==> src/rtl/sysid_chk_pkg.sv <==
// sysid_chk_pkg: shared state encoding, slave word addresses and default
// expected values for the system-ID check controller.
`default_nettype none

package sysid_chk_pkg;

  typedef enum logic [2:0] {
    ST_IDLE  = 3'd0,
    ST_RD_ID = 3'd1,
    ST_RD_TS = 3'd2,
    ST_EVAL  = 3'd3,
    ST_FIN   = 3'd4
  } state_e;

  localparam logic SYSID_ADDR_ID = 1'b0;
  localparam logic SYSID_ADDR_TS = 1'b1;

  localparam logic [31:0] SYSID_EXPECTED_ID_DEF = 32'hACD51302;
  localparam logic [31:0] SYSID_EXPECTED_TS_DEF = 32'h58AF95CD;

endpackage

`default_nettype wire

==> src/rtl/sysid_check_ctrl.sv <==
// sysid_check_ctrl: Avalon-MM read master that fetches system ID and build timestamp
// and compares both against synthesis-time values. Optional: SYSID_CHK_AUTOSTART_EN.
`default_nettype none

module sysid_check_ctrl
  import sysid_chk_pkg::*;
#(
  parameter logic [31:0] EXPECTED_ID    = SYSID_EXPECTED_ID_DEF,
  parameter logic [31:0] EXPECTED_TS    = SYSID_EXPECTED_TS_DEF,
  parameter int          TIMEOUT_CYCLES = 255,
  parameter int          TO_W           = 16
) (
  input  logic        clock,
  input  logic        reset_n,
  input  logic        start,
  output logic        busy,
  output logic        done,
  output logic        pass,
  output logic        id_mismatch,
  output logic        ts_mismatch,
  output logic        timeout,
  output logic [31:0] captured_id,
  output logic [31:0] captured_ts,
  output logic        avm_address,
  output logic        avm_read,
  input  logic        avm_waitrequest,
  input  logic [31:0] avm_readdata
);

  state_e            r_state;
  state_e            w_next;
  logic [TO_W-1:0]   r_cnt;
  logic              r_pass;
  logic              r_id_mm;
  logic              r_ts_mm;
  logic              r_timeout;
  logic [31:0]       r_cap_id;
  logic [31:0]       r_cap_ts;
  logic              r_avm_read;
  logic              r_avm_addr;

  logic              w_start;
  logic              w_in_rd;
  logic              w_expired;

`ifdef SYSID_CHK_AUTOSTART_EN
  // One-shot start on the first clock after reset release.
  logic r_auto;
  always_ff @(posedge clock or negedge reset_n) begin
    if (!reset_n) r_auto <= 1'b1;
    else          r_auto <= 1'b0;
  end
  assign w_start = start | r_auto;
`else
  assign w_start = start;
`endif

  assign w_in_rd   = (r_state == ST_RD_ID) || (r_state == ST_RD_TS);
  // Abort only once the full stall budget is spent and the slave still stalls.
  assign w_expired = (r_cnt == TO_W'(TIMEOUT_CYCLES));

  always_comb begin
    w_next = r_state;
    case (r_state)
      ST_IDLE: begin
        if (w_start) w_next = ST_RD_ID;
      end
      ST_RD_ID: begin
        if (!avm_waitrequest) w_next = ST_RD_TS;
        else if (w_expired)   w_next = ST_FIN;
      end
      ST_RD_TS: begin
        if (!avm_waitrequest) w_next = ST_EVAL;
        else if (w_expired)   w_next = ST_FIN;
      end
      ST_EVAL: w_next = ST_FIN;
      ST_FIN:  w_next = ST_IDLE;
      default: w_next = ST_IDLE;
    endcase
  end

  always_ff @(posedge clock or negedge reset_n) begin
    if (!reset_n) begin
      r_state    <= ST_IDLE;
      r_cnt      <= '0;
      r_avm_read <= 1'b0;
      r_avm_addr <= SYSID_ADDR_ID;
    end else begin
      r_state    <= w_next;
      r_avm_read <= (w_next == ST_RD_ID) || (w_next == ST_RD_TS);
      r_avm_addr <= (w_next == ST_RD_TS) ? SYSID_ADDR_TS : SYSID_ADDR_ID;
      if (w_in_rd && avm_waitrequest && !w_expired) r_cnt <= r_cnt + TO_W'(1);
      else                                          r_cnt <= '0;
    end
  end

  always_ff @(posedge clock or negedge reset_n) begin
    if (!reset_n) begin
      r_pass    <= 1'b0;
      r_id_mm   <= 1'b0;
      r_ts_mm   <= 1'b0;
      r_timeout <= 1'b0;
      r_cap_id  <= '0;
      r_cap_ts  <= '0;
    end else begin
      case (r_state)
        ST_IDLE: begin
          if (w_start) begin
            r_pass    <= 1'b0;
            r_id_mm   <= 1'b0;
            r_ts_mm   <= 1'b0;
            r_timeout <= 1'b0;
          end
        end
        ST_RD_ID: begin
          if (!avm_waitrequest) r_cap_id  <= avm_readdata;
          else if (w_expired)   r_timeout <= 1'b1;
        end
        ST_RD_TS: begin
          if (!avm_waitrequest) r_cap_ts  <= avm_readdata;
          else if (w_expired)   r_timeout <= 1'b1;
        end
        ST_EVAL: begin
          r_id_mm <= (r_cap_id != EXPECTED_ID);
          r_ts_mm <= (r_cap_ts != EXPECTED_TS);
          r_pass  <= (r_cap_id == EXPECTED_ID) && (r_cap_ts == EXPECTED_TS);
        end
        default: ;
      endcase
    end
  end

  assign busy        = (r_state == ST_RD_ID) || (r_state == ST_RD_TS) || (r_state == ST_EVAL);
  assign done        = (r_state == ST_FIN);
  assign pass        = r_pass;
  assign id_mismatch = r_id_mm;
  assign ts_mismatch = r_ts_mm;
  assign timeout     = r_timeout;
  assign captured_id = r_cap_id;
  assign captured_ts = r_cap_ts;
  assign avm_read    = r_avm_read;
  assign avm_address = r_avm_addr;

endmodule

`default_nettype wire

==> config.mk <==
export PLATFORM = sky130hd
export DESIGN_NAME = sysid_check_ctrl
export DESIGN_NICKNAME = d
export VERILOG_FILES = /design/src/rtl/sysid_chk_pkg.sv /design/src/rtl/sysid_check_ctrl.sv
export SDC_FILE = /design/constraint.sdc
export NUM_CORES = 1
export LEC_CHECK = 0
export BUFFER_PORTS_ARGS = -buffer_cell sky130_fd_sc_hd__buf_2
export CAP_MARGIN = 40
export CORE_MARGIN = 2
export CORE_UTILIZATION = 52
export DETAILED_ROUTE_END_ITERATION = 10
export GPL_TIMING_DRIVEN = 0
export PLACE_DENSITY = 0.81
export REMOVE_ABC_BUFFERS = 1
export SLEW_MARGIN = 20
export SYNTH_ARGS = -nofsm -noshare
export SYNTH_HDL_FRONTEND = slang
export SYNTH_SLANG_ARGS = --single-unit
==> constraint.sdc <==
create_clock -name clock -period 2.1 [get_ports clock]
set_input_delay 0.21 -clock clock [delete_from_list [all_inputs] [get_ports clock]]
set_output_delay 0.21 -clock clock [all_outputs]
set_load 0.005 [all_outputs]
==> impl_metrics.tcl, run 1 <==
set metrics [dict create \
    drive_gt1_frac 0.507 \
    layout.nets 436 \
    drt_wl_total_um 8340 \
    track_usage 0.219 \
    synth_edf_count 0 \
    setup_viol 0 \
    r2r_end "captured_id[14]" \
    r2r_start "r_state[1]" \
    start_util 0.531 \
    ys.warnings.count 0 \
    htreeDepth 3 \
    crit_fanout 18 \
    hp-class "input port to flip-flop" \
    async_flop_share 1.00 \
    r2r_slack_ns 0.18 \
    hp-start "avm_readdata[19]" \
    chipWidth_um 89.6 \
    synth_area_per_cell_um2 13.3 \
    p_leak_uw 0.00213 \
    dieArea_um2 8030 \
    hpwl_um 6090 \
    path_buf_inv 1 \
    drv_slew 0 \
    synth_compound_area_frac 0.0338 \
    slowest_delay_ns 0.49 \
    final_common_cell "buf_2" \
    area_delta_synth_final_pct 25.2 \
    netlist_area_um2 3810 \
    cp.required_ns 2.32 \
    wl_met1_um 3570 \
    endpoint_kind "flip-flop" \
    mostFrequentLayoutCells "106 x buf_2, 89 x dfrtp_1, 64 x mux2_2" \
    crit_type "flip-flop to flip-flop" \
    ys_seq_area_frac 0.585 \
    pin_count 108 \
    viasPerCell 5.46 \
    drc_errors 0 \
    synthFlopType "dfrtp_1" \
    slew_headroom 0.569 \
    dr.max_layer_used "met4" \
    synthMuxAreaShare 0.189 \
    grt_max_degree 55 \
    utilization 0.665 \
    drv_cap 0 \
    core-area_um2 7180 \
    drt_pass1_iterations 4 \
    grt_pass1_vias 2623 \
    whs_path_depth 2 \
    die_height_um 89.6 \
    p_per_area_nw_per_um2 1390 \
    arrival_ns 2.14 \
    gp_congestion 0.814 \
    numPortBuffers 107 \
    drtAntennaViolNets 0 \
    rsz0062_at_grt "false" \
    clk_pin_slew_ns 0.09 \
    min_to "captured_ts[19]" \
    synthAdderAreaFrac 0.00328 \
    skew_ns 0.00872 \
    yosys.area.top_type "dfrtp_1" \
    status "completed" \
    critPathTopFamily "simple AND/OR/NAND/NOR gates" \
    wl_met3_um 597 \
    whs_ns 0.102 \
    vias 2744 \
    wl_per_cell_um 16.6 \
    synth_top_family_by_area "multiplexers" \
    yosys.area_share.simple 0.146 \
    clkLatencyLatePin_ns 0.35 \
    fin_crit_sh 0.912 \
    slowest_stage "dfrtp_1" \
    dr_wl_met2_um 4100 \
    synth-xor-area-share 0.0230 \
    numCtsBuffers 9 \
    tritoncts "built" \
    grt_pass1_wl_um 13300 \
    path_depth 5 \
    synthTopCellsByArea "dfrtp_1 58%, mux2_2 19%, nor2_1 1.9%, xnor2_1 1.6%, nor4bb_1 1.6%" \
    worstRegToRegCells 5 \
    clock_path_buffers 2 \
    max-vdd-ir-drop_uv 738 \
    cts.sinks 89 \
    synthDistinctLibCells 46 \
    finalCriticalPeriod_ns 1.92 \
    setup_tns_ns 0 \
    timing_worst_slew_pin_value_ns 0.645 \
    fmax_mhz 522 \
    cp_cell_sequence "nor2_1 -> nand2_1 -> nor2_4 -> buf_16 -> mux2_2" \
    ys_ff_latch 89 \
    final-hold-violation-count 0 \
    syn_inst 286 \
    antennaDiodeCount 0 \
    drtIter0Drc 169 \
    fill_cells 545 \
    cp-start-kind "flip-flop" \
    cts-root-buf "clkbuf_8" \
    grt_remaining_overflow 0 \
    antenna_found_initial 0 \
    synthDominantCellAreaShare 0.585 \
    fp-row-count 31 \
]
area by class of cell:
class / instances / area [µm²] / area share
Inverter: 7 / 26.3 / 0.00551
Multi-Input combinational cell: 180 / 1520 / 0.319
Clock inverter: 5 / 78.8 / 0.0165
Clock buffer: 11 / 141 / 0.0296
Sequential cell: 89 / 2230 / 0.467
Timing Repair Buffer: 112 / 651 / 0.136
Tap cell: 99 / 124 / 0.0260
cell families after synthesis:
logic type | count (synthesis)
multiplexers | 64
AND/OR/NAND/NOR | 85
AO/OA/AOI/OAI | 20
adder cells (fa/ha/maj) | 1
buffers and inverters | 17
XOR/XNOR | 10
flip-flops | 89
Yosys cell counts, types with 2 or more instances:
cell type  number
or3_1           4
or4_4           2
inv_1           7
nand4_1         8
xor2_1          3
o2bb2ai_1       2
nor4_1          4
a21oi_1         6
or4_1           3
nor2_1         19
or3b_2          3
nand2b_1        2
buf_2           8
dfrtp_1        89
or2_2           2
nor4b_1         3
nand3_1         6
mux2_2         64
nand2_1         8
xnor2_1         7
nor4bb_1        6
o21ai_0         5
nor3_1          2
what timing repair did:
item,4_1_cts,5_1_grt
setup buffers,1,0
pin swaps,1,0
setup endpoints to repair,19,14
hold buffers,1,0
hold endpoints to repair,35,0
gates cloned,0,0
gates resized for setup,0,1
state kept, by name, indices dropped and copies added (netlist names), 3 cells and up:
register and flops:
captured_id 32, r_state 3, r_cnt 16, captured_ts 32
through the flow:
step	instance area, µm²	total power (µW)	worst slack [ns]	instances
floorplan	3760	4150	-0.436	276
global placement	4420	5160	-1.33	482
detailed placement	4520	5330	-0.0298	485
CTS	4770	6670	0.107	503
global route	4770	7030	0.0724	503
finish	4770	6620	0.184	503
how the worst max path moves through the flow:
stage | endpoint | slack, ns | from
after CTS | r_cnt[10] | 0.11 | r_cnt[8]
after global placement | captured_id[20] | -1.33 | r_state[1]
final | captured_id[14] | 0.18 | r_state[1]
after detailed placement | captured_ts[6] | -0.03 | r_state[0]
after floorplan | captured_id[0] | -0.44 | r_state[1]
after global routing | r_cnt[9] | 0.07 | r_cnt[8]
per-layer routing:
| layer | vias to the layer above | global-route usage |
|---|---|---|
| met2 | 82 | 0.330 |
| met5 | - | 0 |
| met1 | 1387 | 0.309 |
| li1 | 1265 | - |
| met4 | 0 | 0.0529 |
| met3 | 10 | 0.0759 |
power by group:
group          switching (µW)  total [µW]  internal, µW  leakage [µW]
clock                     592        1290           702      0.000113
sequential                594        3020          2430       0.00110
combinational             937        2300          1370      0.000913
Note: power is estimated with default switching activity, not from simulation.
==> run 2, diff against run 1 <==
--- a/config.mk
+++ b/config.mk
@@ -5,7 +5,7 @@
 export SDC_FILE = /design/constraint.sdc
 export NUM_CORES = 1
 export LEC_CHECK = 0
-export BUFFER_PORTS_ARGS = -buffer_cell sky130_fd_sc_hd__buf_2
+export BUFFER_PORTS_ARGS = -buffer_cell sky130_fd_sc_hd__clkbuf_2
 export CAP_MARGIN = 40
 export CORE_MARGIN = 2
 export CORE_UTILIZATION = 52
==> impl_metrics.tcl, run 2 (synthesis gave the netlist of run 1 again) <==
set metrics [dict create \
    status "completed" \
    fp-row-count 31 \
    r2r_start "r_state[1]" \
    antenna_found_initial 0 \
    grt_pass1_vias 2644 \
    setup_viol 0 \
    grt_max_degree 90 \
    fin_area_um2 4730 \
    drt_pass1_iterations 4 \
    r2r_end "captured_id[27]" \
    die_height_um 89.6 \
    clock_path_buffers 2 \
    antennaDiodeCount 0 \
    gp_congestion 0.832 \
    whs_path_depth 2 \
    layout.nets 435 \
    endpoint_kind "flip-flop" \
    start_util 0.531 \
    cts-root-buf "clkbuf_8" \
    drtAntennaViolNets 0 \
    timing_worst_slew_pin_value_ns 0.685 \
    area_delta_synth_final_pct 24.3 \
    r2r_slack_ns 0.16 \
    mostFrequentLayoutCells "106 x clkbuf_2, 89 x dfrtp_1, 64 x mux2_2" \
    htreeDepth 3 \
    drc_errors 0 \
    hp-class "input port to flip-flop" \
    whs_ns 0.0900 \
    crit_fanout 17 \
    pin_count 108 \
    max-vdd-ir-drop_uv 795 \
    rsz0062_at_grt "false" \
    place_area_um2 4490 \
    setup_tns_ns 0 \
    fmax_mhz 517 \
    core-area_um2 7180 \
    finalCriticalPeriod_ns 1.94 \
    clkLatencyLatePin_ns 0.36 \
    numPortBuffers 107 \
    drv_cap 0 \
    regArea_um2 2230 \
    p_leak_uw 0.00211 \
    drt_wl_total_um 8380 \
    tritoncts "built" \
    wl_per_cell_um 16.7 \
    p_per_area_nw_per_um2 1380 \
    fill_cells 555 \
    hpwl_um 6020 \
    final-hold-violation-count 0 \
    chipWidth_um 89.6 \
    fin_crit_sh 0.922 \
    min_to "captured_ts[22]" \
    drive_gt1_frac 0.506 \
    arrival_ns 2.18 \
    vias 2687 \
    drtIter0Drc 199 \
    crit_type "flip-flop to flip-flop" \
    numCtsBuffers 9 \
    grt_remaining_overflow 0 \
    worstRegToRegCells 5 \
    cts.sinks 89 \
    final_common_cell "clkbuf_2" \
    clk_pin_slew_ns 0.09 \
    multi_input_area_um2 1520 \
    cp-start-kind "flip-flop" \
    grt_pass1_wl_um 13300 \
    track_usage 0.222 \
    viasPerCell 5.35 \
    skew_ns 0.00900 \
    cp.required_ns 2.34 \
    dieArea_um2 8030 \
    hp-start "avm_readdata[22]" \
    drv_slew 0 \
    slew_headroom 0.543 \
]
## run 2: critical path, cell delays in order, from the launching register on
cell,delay (ns)
dfrtp_1,0.50
nor2_1,0.13
nand2_1,0.12
nor2_4,0.47
buf_16,0.23
mux2_2,0.35
## run 2: area by class of cell
class,instances,area share
Clock buffer,11,0.0299
Sequential cell,89,0.470
Timing Repair Buffer,111,0.133
Clock inverter,5,0.0135
Inverter,7,0.00555
Multi-Input combinational cell,180,0.322
Tap cell,99,0.0262
## run 2: worst max path at each step
| stage | cells after the start | to | from |
|---|---|---|---|
| 5_1_grt | 5 | captured_id[23] | r_state[1] |
| 2_1_floorplan | 4 | captured_id[0] | r_state[1] |
| 4_1_cts | 4 | r_cnt[10] | r_cnt[8] |
| 3_3_place_gp | 4 | captured_id[3] | r_state[1] |
| 6_report | 5 | captured_id[27] | r_state[1] |
| 3_5_place_dp | 5 | captured_ts[30] | r_state[0] |
## run 2: per-stage QoR
stage | util | instances | worst slack (ns) | total power, µW
2_1_floorplan | - | 276 | -0.436 | 4150
3_3_place_gp | 0.616 | 482 | -1.34 | 5180
3_5_place_dp | 0.626 | 484 | -0.0203 | 5340
4_1_cts | 0.659 | 502 | 0.0542 | 6590
5_1_grt | 0.660 | 502 | 0.0294 | 6980
6_report | 0.660 | 502 | 0.164 | 6540
## run 2: metal layers
layer	vias to the layer above	track usage	wire length, µm
met4	0	0.0923	182
met3	15	0.0640	540
met5	-	0	0
met1	1320	0.303	3720
met2	83	0.336	3940
li1	1269	-	-
## run 2: power by group
group,internal [µW],switching (µW)
Sequential,2430,628
Clock,591,610
Combinational,1350,926
## run 2: what timing repair did
item,4_1_cts,5_1_grt
buffers inserted,1,0
hold endpoints to repair,89,0
pin swaps,1,0
gates resized for setup,0,1
hold buffers,1,0
endpoints found under the setup margin,20,14
